===== src/rtl/prince_sbox_layer_d2.sv =====
// Three-share masked PRINCE S-box layer: streams NIBBLES nibbles per state through
// NUM_LANES masked S-box cores, NUM_LANES nibbles per beat, and reassembles the result shares.

module sb_tsm_d2 #(
  parameter int SB_LAT = 2
) (
  input  logic        clk,
  input  logic        rst_n,
  input  logic [3:0]  i_x0,
  input  logic [3:0]  i_x1,
  input  logic [3:0]  i_x2,
  input  logic [53:0] i_rnd,
  output logic [3:0]  o_y0,
  output logic [3:0]  o_y1,
  output logic [3:0]  o_y2
);

  function automatic logic [3:0] sbox(input logic [3:0] x);
    logic [3:0] y;
    case (x)
      4'h0: y = 4'hB;  4'h1: y = 4'hF;  4'h2: y = 4'h3;  4'h3: y = 4'h2;
      4'h4: y = 4'hA;  4'h5: y = 4'hC;  4'h6: y = 4'h9;  4'h7: y = 4'h1;
      4'h8: y = 4'h6;  4'h9: y = 4'h7;  4'hA: y = 4'h8;  4'hB: y = 4'h0;
      4'hC: y = 4'hE;  4'hD: y = 4'h5;  4'hE: y = 4'hD;  4'hF: y = 4'h4;
      default: y = 4'h0;
    endcase
    return y;
  endfunction

  function automatic logic [3:0] fold28(input logic [27:0] v);
    logic [3:0] acc;
    acc = 4'h0;
    for (int k = 0; k < 7; k++) acc = acc ^ v[4*k +: 4];
    return acc;
  endfunction

  logic [3:0] w_m0, w_m1;
  logic [SB_LAT-1:0][3:0] r_p0, r_p1, r_p2;

  assign w_m0 = fold28(i_rnd[27:0]);
  assign w_m1 = fold28({2'b00, i_rnd[53:28]});

  // Behavioural masked core: fresh masks form shares 1 and 2, then SB_LAT-deep pipeline
  always_ff @(posedge clk or negedge rst_n) begin
    if (!rst_n) begin
      r_p0 <= '0;
      r_p1 <= '0;
      r_p2 <= '0;
    end else begin
      r_p0[0] <= sbox(i_x0 ^ i_x1 ^ i_x2) ^ w_m0 ^ w_m1;
      r_p1[0] <= w_m0;
      r_p2[0] <= w_m1;
      for (int k = 1; k < SB_LAT; k++) begin
        r_p0[k] <= r_p0[k-1];
        r_p1[k] <= r_p1[k-1];
        r_p2[k] <= r_p2[k-1];
      end
    end
  end

  assign o_y0 = r_p0[SB_LAT-1];
  assign o_y1 = r_p1[SB_LAT-1];
  assign o_y2 = r_p2[SB_LAT-1];

endmodule

module prince_sbox_layer_d2 #(
  parameter int NIBBLES   = 16,
  parameter int NUM_LANES = 1,
  parameter int SB_LAT    = 2
) (
  input  logic                    clk,
  input  logic                    rst_n,
  input  logic                    in_valid,
  output logic                    in_ready,
  input  logic [4*NIBBLES-1:0]    in_sh0,
  input  logic [4*NIBBLES-1:0]    in_sh1,
  input  logic [4*NIBBLES-1:0]    in_sh2,
  input  logic [54*NUM_LANES-1:0] prng,
  output logic                    prng_req,
  output logic                    out_valid,
  input  logic                    out_ready,
  output logic [4*NIBBLES-1:0]    out_sh0,
  output logic [4*NIBBLES-1:0]    out_sh1,
  output logic [4*NIBBLES-1:0]    out_sh2,
  output logic                    busy
);

  localparam int BEATS = NIBBLES / NUM_LANES;
  localparam int BW    = (BEATS > 1) ? $clog2(BEATS) : 1;

  if ((NIBBLES % NUM_LANES) != 0) begin : g_bad_lanes
    $error("prince_sbox_layer_d2: NIBBLES must be a multiple of NUM_LANES");
  end
  if (SB_LAT < 1) begin : g_bad_lat
    $error("prince_sbox_layer_d2: SB_LAT must be at least 1");
  end

  typedef enum logic [1:0] {S_IDLE, S_FEED, S_DRAIN, S_DONE} state_t;

  state_t                    r_state, w_state_nxt;
  logic [BW-1:0]             r_beat;
  logic [4*NIBBLES-1:0]      r_st0, r_st1, r_st2;
  logic [4*NIBBLES-1:0]      r_res0, r_res1, r_res2;
  logic [SB_LAT-1:0]         r_dl_vld;
  logic [SB_LAT-1:0][BW-1:0] r_dl_beat;

  logic                         w_feed, w_accept, w_out_hs, w_head_vld, w_last_cap;
  logic [BW-1:0]                w_head_beat;
  logic [54*NUM_LANES-1:0]      w_rnd;
  logic [NUM_LANES-1:0][3:0]    w_lx0, w_lx1, w_lx2, w_ly0, w_ly1, w_ly2;

  assign w_feed      = (r_state == S_FEED);
  assign w_accept    = (r_state == S_IDLE) && in_valid;
  assign w_out_hs    = (r_state == S_DONE) && out_ready;
  assign w_head_vld  = r_dl_vld[SB_LAT-1];
  assign w_head_beat = r_dl_beat[SB_LAT-1];
  assign w_last_cap  = w_head_vld && (w_head_beat == BW'(BEATS-1));
  assign w_rnd       = w_feed ? prng : '0;

  // Next-state logic
  always_comb begin
    w_state_nxt = r_state;
    case (r_state)
      S_IDLE:  if (in_valid) w_state_nxt = S_FEED; else w_state_nxt = S_IDLE;
      S_FEED:  if (r_beat == BW'(BEATS-1)) w_state_nxt = S_DRAIN; else w_state_nxt = S_FEED;
      S_DRAIN: if (w_last_cap) w_state_nxt = S_DONE; else w_state_nxt = S_DRAIN;
      S_DONE:  if (out_ready) w_state_nxt = S_IDLE; else w_state_nxt = S_DONE;
      default: w_state_nxt = S_IDLE;
    endcase
  end

  // Lane input select; zero shares outside FEED
  always_comb begin
    w_lx0 = '0;
    w_lx1 = '0;
    w_lx2 = '0;
    if (w_feed) begin
      for (int i = 0; i < NUM_LANES; i++) begin
        w_lx0[i] = r_st0[4*(int'(r_beat)*NUM_LANES + i) +: 4];
        w_lx1[i] = r_st1[4*(int'(r_beat)*NUM_LANES + i) +: 4];
        w_lx2[i] = r_st2[4*(int'(r_beat)*NUM_LANES + i) +: 4];
      end
    end else begin
      w_lx0 = '0;
    end
  end

  for (genvar g = 0; g < NUM_LANES; g++) begin : g_lane
    sb_tsm_d2 #(.SB_LAT(SB_LAT)) u_sb (
      .clk   (clk),
      .rst_n (rst_n),
      .i_x0  (w_lx0[g]),
      .i_x1  (w_lx1[g]),
      .i_x2  (w_lx2[g]),
      .i_rnd (w_rnd[54*g +: 54]),
      .o_y0  (w_ly0[g]),
      .o_y1  (w_ly1[g]),
      .o_y2  (w_ly2[g])
    );
  end

  // State register, beat counter and beat-tag delay line aligned with the core latency
  always_ff @(posedge clk or negedge rst_n) begin
    if (!rst_n) begin
      r_state   <= S_IDLE;
      r_beat    <= '0;
      r_dl_vld  <= '0;
      r_dl_beat <= '0;
    end else begin
      r_state <= w_state_nxt;
      if (w_accept) r_beat <= '0;
      else if (w_feed) r_beat <= r_beat + BW'(1);
      else r_beat <= r_beat;
      r_dl_vld[0]  <= w_feed;
      r_dl_beat[0] <= r_beat;
      for (int k = 1; k < SB_LAT; k++) begin
        r_dl_vld[k]  <= r_dl_vld[k-1];
        r_dl_beat[k] <= r_dl_beat[k-1];
      end
    end
  end

  // Input and result share registers, each share kept in its own register
  always_ff @(posedge clk or negedge rst_n) begin
    if (!rst_n) begin
      r_st0 <= '0;  r_st1 <= '0;  r_st2 <= '0;
      r_res0 <= '0; r_res1 <= '0; r_res2 <= '0;
    end else begin
      if (w_accept) begin
        r_st0 <= in_sh0; r_st1 <= in_sh1; r_st2 <= in_sh2;
      end else if (w_out_hs) begin
        r_st0 <= '0; r_st1 <= '0; r_st2 <= '0;
      end
      if (w_out_hs) begin
        r_res0 <= '0; r_res1 <= '0; r_res2 <= '0;
      end else if (w_head_vld) begin
        for (int i = 0; i < NUM_LANES; i++) begin
          r_res0[4*(int'(w_head_beat)*NUM_LANES + i) +: 4] <= w_ly0[i];
          r_res1[4*(int'(w_head_beat)*NUM_LANES + i) +: 4] <= w_ly1[i];
          r_res2[4*(int'(w_head_beat)*NUM_LANES + i) +: 4] <= w_ly2[i];
        end
      end
    end
  end

  assign in_ready  = (r_state == S_IDLE);
  assign out_valid = (r_state == S_DONE);
  assign prng_req  = w_feed;
  assign busy      = (r_state != S_IDLE);
  assign out_sh0   = r_res0;
  assign out_sh1   = r_res1;
  assign out_sh2   = r_res2;

endmodule


===== config.mk =====
export PLATFORM = sky130hd
export DESIGN_NAME = prince_sbox_layer_d2
export DESIGN_NICKNAME = d
export VERILOG_FILES = /design/src/rtl/prince_sbox_layer_d2.sv
export SDC_FILE = /design/constraint.sdc
export NUM_CORES = 1
export LEC_CHECK = 0
export BUFFER_PORTS_ARGS = -buffer_cell sky130_fd_sc_hd__buf_4
export CAP_MARGIN = 20
export CORE_AREA = 2 2 181 183
export CTS_CLUSTER_DIAMETER = 150
export DETAILED_ROUTE_END_ITERATION = 7
export DIE_AREA = 0 0 183 185
export GPL_TIMING_DRIVEN = 0
export PLACE_DENSITY = 0.91
export SLEW_MARGIN = 20
export SYNTH_ARGS = -nofsm -noshare
export SYNTH_HDL_FRONTEND = slang
export SYNTH_HIERARCHICAL = 1
export SYNTH_SLANG_ARGS = --single-unit

===== constraint.sdc =====
create_clock -name clk -period 6.2 [get_ports clk]
set_input_delay 0.93 -clock clk [delete_from_list [all_inputs] [get_ports clk]]
set_output_delay 0.93 -clock clk [all_outputs]
set_load 0.01 [all_outputs]

* Word level (Yosys, flattened, before mapping) *
Memory sizes are Yosys's and may differ from the RTL's.
Cells that the tools add are included.

storage, ports and cells
  word-level logic and storage cells = 80
  output and inout port bits = 196
  memory bits (read-only) = 64
  input port bits = 250
  memories kept = 1
  register bits = 424

memories
  memory           words  bits a word  rd ports  clocked after memory_dff  wr ports  line  source
  (no name shown)  16     4            1         0                         0         20    case (x)

cells by class
  mux-type cells = 24
  add/subtract/negate cells = 2
  reductions and logical operators = 8
  bitwise operators = 16
  shift-type cells = 7
  equality and inequality tests = 5

operators with widths
  cell                       number
  $mux W64                   10
  $bwmux W64                 3
  $shiftx A4 B33 Y64         3
  $shiftx A64 B7 Y4          3
  $shift A4 B33 Y64 const A  1
  $xor A4 B4 Y4              15
  $mux W54                   1
  $neg A6 Y33                1
  $mux W4                    5
  $eq A4 B4 Y1 const B       2
  $pmux W2 S4                1
  $reduce_bool A2 Y1         4
  $add A4 B1 Y4 const B      1
  $eq A2 B2 Y1 const B       2
  $mux W2                    2
  $xor A4 B2 Y4              1
  $logic_and A1 B1 Y1        3
  $eq A2 B1 Y1 const B       1
  $logic_not A2 Y1           1
  $mux W1                    2

* Depth between registers and ports, before layout *
  depth in word-level cells = 10
  mapped depth = 11

* By module *
Netlist, hierarchy kept.

by module, submodules not included
  module                cells an instance  sequential area each (um2)  area each (um2)  times used
  prince_sbox_layer_d2  1323               10009.6                     16826.1          1
  sb_tsm_d2             98                 600.6                       1416.4           1

* Least setup slack after synthesis *
No wires, ideal clock.

  kind = register -> register
  start point = register r_dl_beat, in the netlist w_head_beat[0]
  end point = register r_res0[50], in the netlist out_sh0[50]
  setup slack = 3.398 ns
  clock period less this slack = 2.802 ns
  stages on the path, launching flop included = 11
  required time = 6.134 ns
  setup time = 0.066 ns
  path buffers = 4
  arrival time = 2.736 ns
  cell sequence = dfrtp_1 -> clkbuf_1 -> clkbuf_1 -> inv_1 -> ha_1 -> buf_6 -> or3b_1 -> a2111o_1 -> nor2_4 -> buf_6 -> a22o_2

between the ends
  cells in the longest elaborated chain, start to end = 5

RTL lines
  what                                                            line  source
  from (decl)                                                     106   logic [SB_LAT-1:0][BW-1:0] r_dl_beat;
  from (signal, indexed assignment)                               179   r_dl_beat[k] <= r_dl_beat[k-1];
  $neg A6 Y33 *                                                   199   r_res0[4*(int'(w_head_beat)*NUM_LANES + i) +: 4] <= w_ly0[i];
  $shiftx A4 B33 Y64 / $shift A4 B33 Y64 (equally long branches)  199
  $bwmux W64 *                                                    199
  $mux W64 *                                                      197   end else if (w_head_vld) begin
  $mux W64 *                                                      195   if (w_out_hs) begin
  to (signal, indexed assignment)                                 199
  to (decl)                                                       104   logic [4*NIBBLES-1:0] r_res0, r_res1, r_res2;

Mark *: on every way between the ends. The rest lies on a longest branch, timed or not. The select of a mux whose other input is x is not followed.
A chain may end at the register's enable or synchronous reset.

==> metrics <==
area delta synth->final 29.7%; NumNets Final 2168; met1 Usage GRT 0.404; Max-slew headroom 0.283; Die Ht 185 um; Worst VDD drop 0.250 mV; Pre-Repair DR Iteration Count 5; fin crit period approximately 3.7 ns; synthesized instance count 1421; worst r2r dst g_lane[0].u_sb/r_p0[0]; WL per Instance around 25 um; postcts setup bufs 0; non-filler cells, final between 2000 and 2500; worst-path cell chain clkbuf_1 > and2_1 > clkbuf_1 > buf_1 > a22oi_1 > nand2_1 > o22ai_1 > xnor3_2 > or2_0 > a32o_2 > xnor2_1; Reg clk slew, reported paths about 0.060 ns; Pwr Density around 250 nW/um2; setup TNS 0 ns; detailed placer's ending HPWL 43.1 mm; Critical Path Sink Type flip-flop; CTS Root Cell clkbuf_16; Max Cap Viol 0; global-route wire length before repair 88.9 mm; GR Util met2 0.592; Mean Syn Cell Area 12.8 um2; Synth Flop Type dfrtp_1; WS Path Type flip-flop to flip-flop; antenna violations before repair 1; via count roughly 15000; largest net degree at the start of global routing 107; # IOs roughly 450; vias in the first global route around 15000; unrepaired setup endpoints after global routing false; Bufs on Longest Clock Path 3; CTS tree yes; num rows 66; layout cell share with drive strength beyond 1 0.320; FF+latch count, synth around 420; gp weighted congestion between 0.9 and 1; Starting Density 0.569; CP peak stage delay between 0.5 and 0.6 ns; critical path's slowest cell buf_1; Starting DRT DRC Count 1430; worst reg2reg setup slack roughly 2.5 ns; Layout Utilization 0.739; Buf/Inv on CP 3; Fin. Hold Viols 0; CP max FO 10; CP most frequent cell clkbuf_1; Clock Skew ~0.024 ns; Core ar. 32000 um2; placed insts 2278; worst endpoint required time 6.61 ns; Mapped Nets 1675; fin crit share 0.601; depth of the CTS H-tree 2; Pwr Total 5.81 mW; Worst-Skew Late Latency 0.54 ns; Synth async-reset ratio 1.00; Cell Area, Synth 18200 um2; sequential share of the synthesized area 0.582; distinct cell type count after synthesis 52; Leakage between 10 and 15 nW; Critical Path AT 4.13 ns; Total Wirelength slightly below 60 mm; Worst setup SP type flip-flop; Hold Path Class input port to asynchronous set/reset pin; worst slack, placed 2.62 ns; worst r2r path cells 11; Top Usage Layer GRT met2; Least-Margin Pin Slew 1.07 ns; met3 global-route usage 0.0977; clock sink total 424; delay-heaviest family, CP buffers and inverters; max-slew violation count 0; post-route ant nets 0; GR Overflow Total 0; Tot GR Track Use 0.347; IO Port Bufs between 400 and 500; Die W 183 um; most common cell after layout, fill and taps aside buf_4; most frequent cells in the layout buf_4 (460), dfrtp_1 (424), a22o_1 (310); # resized after CTS 0; top achievable clock speed 269 MHz; Ys Warns 6; TritonCTS Buffers 42; # hold bufs at CTS 0; EDFF count, synth 0; run status finished, final reports clean; worst setup margin about 2.5 ns; Residual DRC 0; die area approximately 34000 um2; Final Setup Violations 0; RR Startpoint r_beat[2]; Vias/cell about 6.4
## flip-flops by register name, summed over array words and instances, names as in the netlist, 64 cells and up
signal,count
r_st2,64
out_sh0,64
r_st1,64
out_sh1,64
out_sh2,64
r_st0,64
## power breakdown
part           leakage [nW]  internal, mW  total [mW]  switching, mW
Combinational          6.11         0.178       0.312          0.134
Clock                 0.688          1.55        2.62           1.07
Sequential             5.50          2.83        2.88         0.0448
Total                  12.3          4.56        5.81           1.25
## cells by family after synthesis
family | synth area share
multiplexers | 0.0823
flip-flops | 0.582
adder cells (fa/ha/maj) | 0.00274
buffers and inverters | 0.0354
XOR/XNOR | 0.0370
AND/OR/NAND/NOR | 0.0713
AO/OA/AOI/OAI | 0.190
## stage by stage
stage / instance area, um2 / hold WS [ns]
after floorplan: 18200 / 0.331
after global placement: 22100 / 0.333
after detailed placement: 22300 / 0.335
after CTS: 23700 / 0.339
after global routing: 23700 / 0.347
final: 23700 / 0.334
## area by class of cell
| type | instances | area [um2] |
|---|---|---|
| diodes | 1 | 2.50 |
| plain buffers | 129 | 623 |
| clock buffers | 56 | 1180 |
| clock inverters | 16 | 218 |
| fillers | 1995 | 8370 |
| inverters | 6 | 22.5 |
| multi-input cells | 862 | 7040 |
| flip-flops and latches | 424 | 10600 |
| well taps | 408 | 510 |
| repair buffers | 449 | 3460 |
## worst max-delay path by stage
stage | from | end | slack, ns | cells after the start
6_report | r_beat[2] | g_lane[0].u_sb/r_p0[0] | 2.48 | 11
5_1_grt | r_beat[2] | g_lane[0].u_sb/r_p0[3] | 2.31 | 11
4_1_cts | r_beat[2] | g_lane[0].u_sb/r_p0[3] | 2.55 | 11
3_5_place_dp | r_beat[2] | g_lane[0].u_sb/r_p0[3] | 2.62 | 11
3_3_place_gp | rst_n | out_sh0[42] | 0.25 | 1
2_1_floorplan | w_head_beat[0] | out_sh0[50] | 3.40 | 10
## metal layers
metal  wire [um]  vias up
met5           0        -
met4        3460        0
met3        6680      221
met2       29000     1083
met1       20300     7440
li1            -     6248
## synthesized netlist by cell type, drive strengths merged, types with 7 or more instances
| cell | number | area (um2) |
|---|---|---|
| and3 | 9 | 56.3 |
| nor2 | 14 | 67.6 |
| nand3 | 16 | 80.1 |
| clkbuf | 54 | 203 |
| o21ai | 26 | 130 |
| dfrtp | 424 | 10600 |
| mux4 | 20 | 450 |
| mux2i | 105 | 1050 |
| a221oi | 7 | 61.3 |
| and2 | 59 | 369 |
| a22oi | 29 | 218 |
| a21oi | 39 | 195 |
| buf | 75 | 420 |
| nand2 | 113 | 424 |
| xor2 | 7 | 61.3 |
| a22o | 312 | 2740 |
| nor3b | 15 | 123 |
| xnor2 | 32 | 295 |
| xnor3 | 13 | 295 |
(Power assumes the default switching activity.)
